--- src/rtl/sb_regfile.sv ---
// sb_regfile: register file with a per-register pending (scoreboard) bit.
// Register 0 is hard-wired to zero and can never be reserved. Two combinational
// read ports (S and A) forward same-cycle write data, and an illegal reserve of
// an already-pending register produces a registered one-cycle error pulse.
module sb_regfile #(
  parameter int WIDTH  = 32,
  parameter int DEPTH  = 32,
  parameter int ADDR_W = $clog2(DEPTH)
) (
  input  logic              clk,
  input  logic              rst_n,
  input  logic [WIDTH-1:0]  sbus_in,
  input  logic              write_en,
  input  logic [ADDR_W-1:0] write_select,
  input  logic [ADDR_W-1:0] sbus_select,
  input  logic [ADDR_W-1:0] alu_select,
  input  logic              rsv_en,
  input  logic [ADDR_W-1:0] rsv_select,
  output logic [WIDTH-1:0]  sbus_out,
  output logic [WIDTH-1:0]  alu_out,
  output logic              sbus_valid,
  output logic              alu_valid,
  output logic [DEPTH-1:0]  busy_vec,
  output logic              rsv_err
);

  logic [WIDTH-1:0] regs [DEPTH];
  logic [DEPTH-1:0] busy;
  logic             rsv_err_q;
  logic             wr_hit;
  logic             rsv_hit;
  logic             rsv_conflict;

  // Address 0 is never a legal target for either a write or a reserve.
  assign wr_hit  = write_en && (write_select != '0);
  assign rsv_hit = rsv_en && (rsv_select != '0);

  // A reserve is illegal only if the register is already pending and the same
  // edge does not also retire it with a write.
  assign rsv_conflict = rsv_hit && busy[rsv_select] &&
                        !(wr_hit && (write_select == rsv_select));

  // Data storage: cleared on reset, loaded on a legal write.
  always_ff @(posedge clk or negedge rst_n) begin
    if (!rst_n) begin
      for (int i = 0; i < DEPTH; i++) begin
        regs[i] <= '0;
      end
    end else if (wr_hit) begin
      regs[write_select] <= sbus_in;
    end
  end

  // Pending bits: a write clears, a reserve sets; reserve wins on a collision.
  always_ff @(posedge clk or negedge rst_n) begin
    if (!rst_n) begin
      busy <= '0;
    end else begin
      busy[0] <= 1'b0;
      for (int i = 1; i < DEPTH; i++) begin
        if (rsv_hit && (rsv_select == ADDR_W'(i))) begin
          busy[i] <= 1'b1;
        end else if (wr_hit && (write_select == ADDR_W'(i))) begin
          busy[i] <= 1'b0;
        end
      end
    end
  end

  // Error pulse: high for exactly the cycle after an illegal reserve.
  always_ff @(posedge clk or negedge rst_n) begin
    if (!rst_n) begin
      rsv_err_q <= 1'b0;
    end else begin
      rsv_err_q <= rsv_conflict;
    end
  end

  // Port S read with same-cycle write forwarding (suppressed while in reset).
  always_comb begin
    sbus_out   = '0;
    sbus_valid = 1'b1;
    if (rst_n && wr_hit && (write_select == sbus_select)) begin
      sbus_out = sbus_in;
    end else if (sbus_select != '0) begin
      sbus_out   = regs[sbus_select];
      sbus_valid = ~busy[sbus_select];
    end
  end

  // Port A read with same-cycle write forwarding (suppressed while in reset).
  always_comb begin
    alu_out   = '0;
    alu_valid = 1'b1;
    if (rst_n && wr_hit && (write_select == alu_select)) begin
      alu_out = sbus_in;
    end else if (alu_select != '0) begin
      alu_out   = regs[alu_select];
      alu_valid = ~busy[alu_select];
    end
  end

  assign busy_vec = busy;
  assign rsv_err  = rsv_err_q;

endmodule

--- config.mk ---
export PLATFORM = sky130hd
export DESIGN_NAME = sb_regfile
export DESIGN_NICKNAME = d
export VERILOG_FILES = /design/src/rtl/sb_regfile.sv
export SDC_FILE = /design/constraint.sdc
export NUM_CORES = 2
export LEC_CHECK = 0
export ABC_AREA = 0
export CORE_MARGIN = 1.5
export CORE_UTILIZATION = 25
export DETAILED_ROUTE_END_ITERATION = 16
export PLACE_DENSITY = 0.39
export SYNTH_ARGS = -nofsm -noshare
export SYNTH_HDL_FRONTEND = slang
export SYNTH_SLANG_ARGS = --single-unit
--- constraint.sdc ---
create_clock -name clk -period 5.7 [get_ports clk]
set_input_delay 1.14 -clock clk [delete_from_list [all_inputs] [get_ports clk]]
set_output_delay 1.14 -clock clk [all_outputs]
set_load 0.02 [all_outputs]
==> results_tabular.tex <==
\begin{tabular}{lr}
\hline
Metric & Value \\
\hline
\multicolumn{2}{l}{\textbf{Pwr}} \\
\quad Largest voltage drop on the vdd net & 0.0003071 V \\
\quad PD cells & 360.5 mW/mm2 \\
\quad Total Power & 24,120 uW \\
\quad Leak & 0.02822 uW \\
\multicolumn{2}{l}{\textbf{Synth}} \\
\quad Count of state elements after synthesis & 1,056 \\
\quad Mapped Cells & 3,907 \\
\quad Asr flop ratio synth & 100.0\% \\
\quad Mean instance size in the synthesized netlist & 14.45 um2 \\
\quad Post-Synthesis Cell Area & 0.05644 mm2 \\
\quad Total number of yosys warnings & 0 \\
\quad Sequential cell area fraction in the yosys report & 46.82\% \\
\quad Number of library cell types mapped by synthesis & 48 \\
\quad Number of enable-type register cells in the synthesized netlist & 0 \\
\quad Synth Net Count & 3,963 \\
\quad Most common flop cell mapped by yosys & sky130\_fd\_sc\_hd\_\_dfrtp\_1 \\
\multicolumn{2}{l}{\textbf{Worst setup path}} \\
\quad Class of the most critical setup path & in2out \\
\quad Startpoint kind of the worst setup timing path & input pin \\
\quad Critical-path cell with the highest stage delay & sky130\_fd\_sc\_hd\_\_a211oi\_4 \\
\quad Combined buffer and inverter count along the critical path & 3 \\
\quad Cell family contributing the most delay on the critical path & buffers and inverters \\
\quad Worst-path cell chain & clkdlybuf4s50\_1 -> or4\_1 -> o21ai\_2 -> nor3\_2 -> a211oi\_4 -> buf\_4 -> a221o\_1 -> clkdlybuf4s50\_1 \\
\quad Most frequent cell on the critical path & sky130\_fd\_sc\_hd\_\_clkdlybuf4s50\_1 \\
\quad Largest fanout on the critical path & 14 \\
\quad Endpoint type of the worst setup path & output port \\
\quad Required time at the worst-slack endpoint & 4.56 ns \\
\quad Max incr delay on CP & 0.90 ns \\
\quad Arrival time reported for the critical path endpoint & 4.42 ns \\
\quad Crit path from & write\_select[0] \\
\quad R2R Path Start & busy\_vec[31] \\
\quad R2r setup slk & 3.85 ns \\
\multicolumn{2}{l}{\textbf{Floorplanning}} \\
\quad Num ports & 155 \\
\quad Area inside the core boundary & 0.2247 mm2 \\
\quad Die height & 478.2 um \\
\quad Width of the die & 478.2 um \\
\quad Die Outline Area & 0.2286 mm2 \\
\quad Standard-cell rows & 174 \\
\quad Initial Util & 25.12\% \\
\multicolumn{2}{l}{\textbf{STA}} \\
\quad Number of hold violations in the final report & 0 \\
\quad Fin Setup TNS & 0 ns \\
\quad RSZ-0062 raised after global routing & false \\
\quad Pin slew with the least headroom to its limit & 1.321 ns \\
\quad Tightest hold margin & 0.3954 ns \\
\quad Number of pins exceeding their max-slew limit in the final report & 0 \\
\quad Total setup violations reported at the end of the flow & 0 \\
\quad Highest clock rate & 179.7 MHz \\
\quad Time the final worst path needs with I/O delays and setup & 5.564 ns \\
\quad Maximum clock skew at final layout & 0.01018 ns \\
\quad Tightest slew margin relative to the limit & 11.00\% \\
\quad Ratio of final minimum period to clock period & 97.61\% \\
\multicolumn{2}{l}{\textbf{Min path}} \\
\quad Hold Path Origin & regs[1009] \\
\quad Worst min path class & reg2reg \\
\multicolumn{2}{l}{\textbf{Clocking}} \\
\quad Post-cts repair resize count & 0 \\
\quad Clock net sink count & 1,056 \\
\quad Number of buffers between clock root and the deepest sink & 3 \\
\quad Latest clock arrival within the worst-skew pair & 0.78 ns \\
\quad CTS Root Cell & sky130\_fd\_sc\_hd\_\_clkbuf\_16 \\
\quad CTS clk-pin slew, worst paths & 0.05 ns \\
\quad Number of buffers inserted for hold repair after clock tree synthesis & 0 \\
\quad H-tree level count & 4 \\
\quad Inserted Clock Buffers & 131 \\
\quad TritonCTS clock tree & built \\
\quad Setup Buffers After CTS & 0 \\
\multicolumn{2}{l}{\textbf{GRT}} \\
\quad Final global-route overflow total & 0 \\
\quad Vias in the first global route & 39.34k \\
\quad Maximum number of pins on one net before global-route repair & 152 \\
\quad First-pass GRT wire length & 326.7 mm \\
\quad Antenna violations before repair & 7 \\
\quad All-Layer GR Usage & 20.04\% \\
\multicolumn{2}{l}{\textbf{Route}} \\
\quad Drt pass-1 iters & 5 \\
\quad Remaining antenna violation count & 0 \\
\quad Via count & 37.59k \\
\quad Routed via count divided by cell count & 5.317 \\
\quad DRC violation count after routing & 0 \\
\quad Mean routed wirelength per cell & 32.66 um \\
\quad Violation count after the first detailed-route iteration & 2,673 \\
\quad Detailed Route WL & 230.9 mm \\
\multicolumn{2}{l}{\textbf{Finish}} \\
\quad Fill cell count & 22.51k \\
\quad Number of nets in the layout & 4,029 \\
\quad Fraction of the core area covered by cells at the end of the flow & 29.79\% \\
\quad Fraction of final layout cells sized beyond drive strength 1 & 48.53\% \\
\quad Flip-flop and latch area & 0.02643 mm2 \\
\quad Total area of multi-input combinational cells & 0.02829 mm2 \\
\quad Summed area of non-filler cells in the final layout & 0.06692 mm2 \\
\quad Synth-to-layout area growth & 18.56\% \\
\multicolumn{2}{l}{\textbf{Placed design}} \\
\quad Placed inst area & 0.06241 mm2 \\
\quad Final weighted congestion in routability-driven placement & 0.8100 \\
\quad Port buffer count & 153 \\
\quad Detail Placement HPWL & 143.2 mm \\
\multicolumn{2}{l}{\textbf{Run}} \\
\quad Reported max-cap violation count & 0 \\
\multicolumn{2}{l}{\textbf{Status}} \\
\quad Result of the run & complete, no violations \\
\hline
\end{tabular}
==> synthesized netlist by cell type (6+ instances only) <==
cell	n	area [um2]
sky130_fd_sc_hd__a211o_1	31	271.5
sky130_fd_sc_hd__a21oi_1	67	335.3
sky130_fd_sc_hd__a221o_1	32	320.3
sky130_fd_sc_hd__a221oi_1	94	823.3
sky130_fd_sc_hd__a22o_1	6	52.55
sky130_fd_sc_hd__a22oi_1	93	698.2
sky130_fd_sc_hd__buf_1	14	52.55
sky130_fd_sc_hd__buf_2	141	705.7
sky130_fd_sc_hd__buf_4	10	75.07
sky130_fd_sc_hd__clkbuf_1	289	1085
sky130_fd_sc_hd__dfrtp_1	1056	26430
sky130_fd_sc_hd__inv_1	19	71.32
sky130_fd_sc_hd__mux2_2	983	11070
sky130_fd_sc_hd__mux2i_1	229	2292
sky130_fd_sc_hd__mux4_2	440	9910
sky130_fd_sc_hd__nand2_1	53	198.9
sky130_fd_sc_hd__nand2b_1	7	43.79
sky130_fd_sc_hd__nand3_1	11	55.05
sky130_fd_sc_hd__nand4_1	6	37.54
sky130_fd_sc_hd__nor2_1	23	86.33
sky130_fd_sc_hd__nor2b_1	6	37.54
sky130_fd_sc_hd__nor3_1	7	35.03
sky130_fd_sc_hd__nor4_1	31	193.9
sky130_fd_sc_hd__o21ai_0	128	640.6
sky130_fd_sc_hd__o22ai_1	78	488.0
sky130_fd_sc_hd__xnor2_1	12	105.1
==> worst register-to-register path: cells and delay by family, from the launching register on <==
kind,cells,cell delay (ns)
mux,3,1.20
compound gates,1,0.07
flops,1,0.46
==> cells in the final DEF (no fill, tap or decap), types with 44 or more instances in the layout <==
cell type and n:
sky130_fd_sc_hd__dfrtp_1 1056, sky130_fd_sc_hd__mux2_2 983, sky130_fd_sc_hd__mux4_2 440, sky130_fd_sc_hd__buf_4 237, sky130_fd_sc_hd__mux2i_1 229, sky130_fd_sc_hd__clkbuf_16 138, sky130_fd_sc_hd__o21ai_0 127, sky130_fd_sc_hd__a221oi_1 94
sky130_fd_sc_hd__a22oi_1 93, sky130_fd_sc_hd__clkdlybuf4s50_1 90, sky130_fd_sc_hd__o22ai_1 78, sky130_fd_sc_hd__a21oi_1 67, sky130_fd_sc_hd__buf_12 55, sky130_fd_sc_hd__nand2_1 44
==> path summary, 6_finish.rpt <==
check                              end  cells past startpoint
setup reg to reg               rsv_err                      4
hold / removal              regs[1009]                      0
setup / recovery           alu_out[25]                      8
hold reg to reg             regs[1009]                      0
min in group asynchronous    regs[859]                      2
max in group asynchronous    regs[809]                      5
==> area by class of cell <==
cell class / count / share of cell area, %
multi-input cells: 2375 / 42.27
repair buffers: 389 / 5.790
diodes: 3 / 0.01122
well taps: 2992 / 5.594
inverters: 20 / 0.1197
flip-flops and latches: 1056 / 39.49
clock inverters: 40 / 0.7890
clock buffers: 194 / 5.938
==> metrics by stage <==
| stage | instances | setup slack [ns] |
|---|---|---|
| 2_1_floorplan | 3907 | 1.397 |
| 3_3_place_gp | 6832 | 0.07061 |
| 3_5_place_dp | 6832 | 0.05743 |
| 4_1_cts | 7066 | 0.05066 |
| 5_1_grt | 7068 | 0.04706 |
| 6_report | 7069 | 0.1361 |
==> sequential cells by signal, summed over array words and instances, names as in the netlist <==
signal,cells
rsv_err,1
regs,1024
busy_vec,31
==> report_power, final <==
part	internal (uW)	switching, uW
clock network	5360	3470
logic	2880	2370
registers	8940	1110
total	17200	6950
==> cells by family after synthesis <==
family	Yosys count	share of synthesized area, %
multiplexers	1652	41.23
flip-flops	1056	46.82
AO/OA/AOI/OAI	544	6.655
buffers and inverters	476	3.571
AND/OR/NAND/NOR	163	1.490
XOR/XNOR	15	0.2328
other	1	0.006644
==> layer usage <==
layer / vias up / track usage (%) / wire (um)
li1: 15438 / - / -
met1: 20861 / 26.16 / 100200
met2: 991 / 33.53 / 113500
met3: 296 / 3.451 / 9782
met4: 2 / 6.559 / 7440
met5: - / 0 / 9
(Power assumes the default switching activity.)
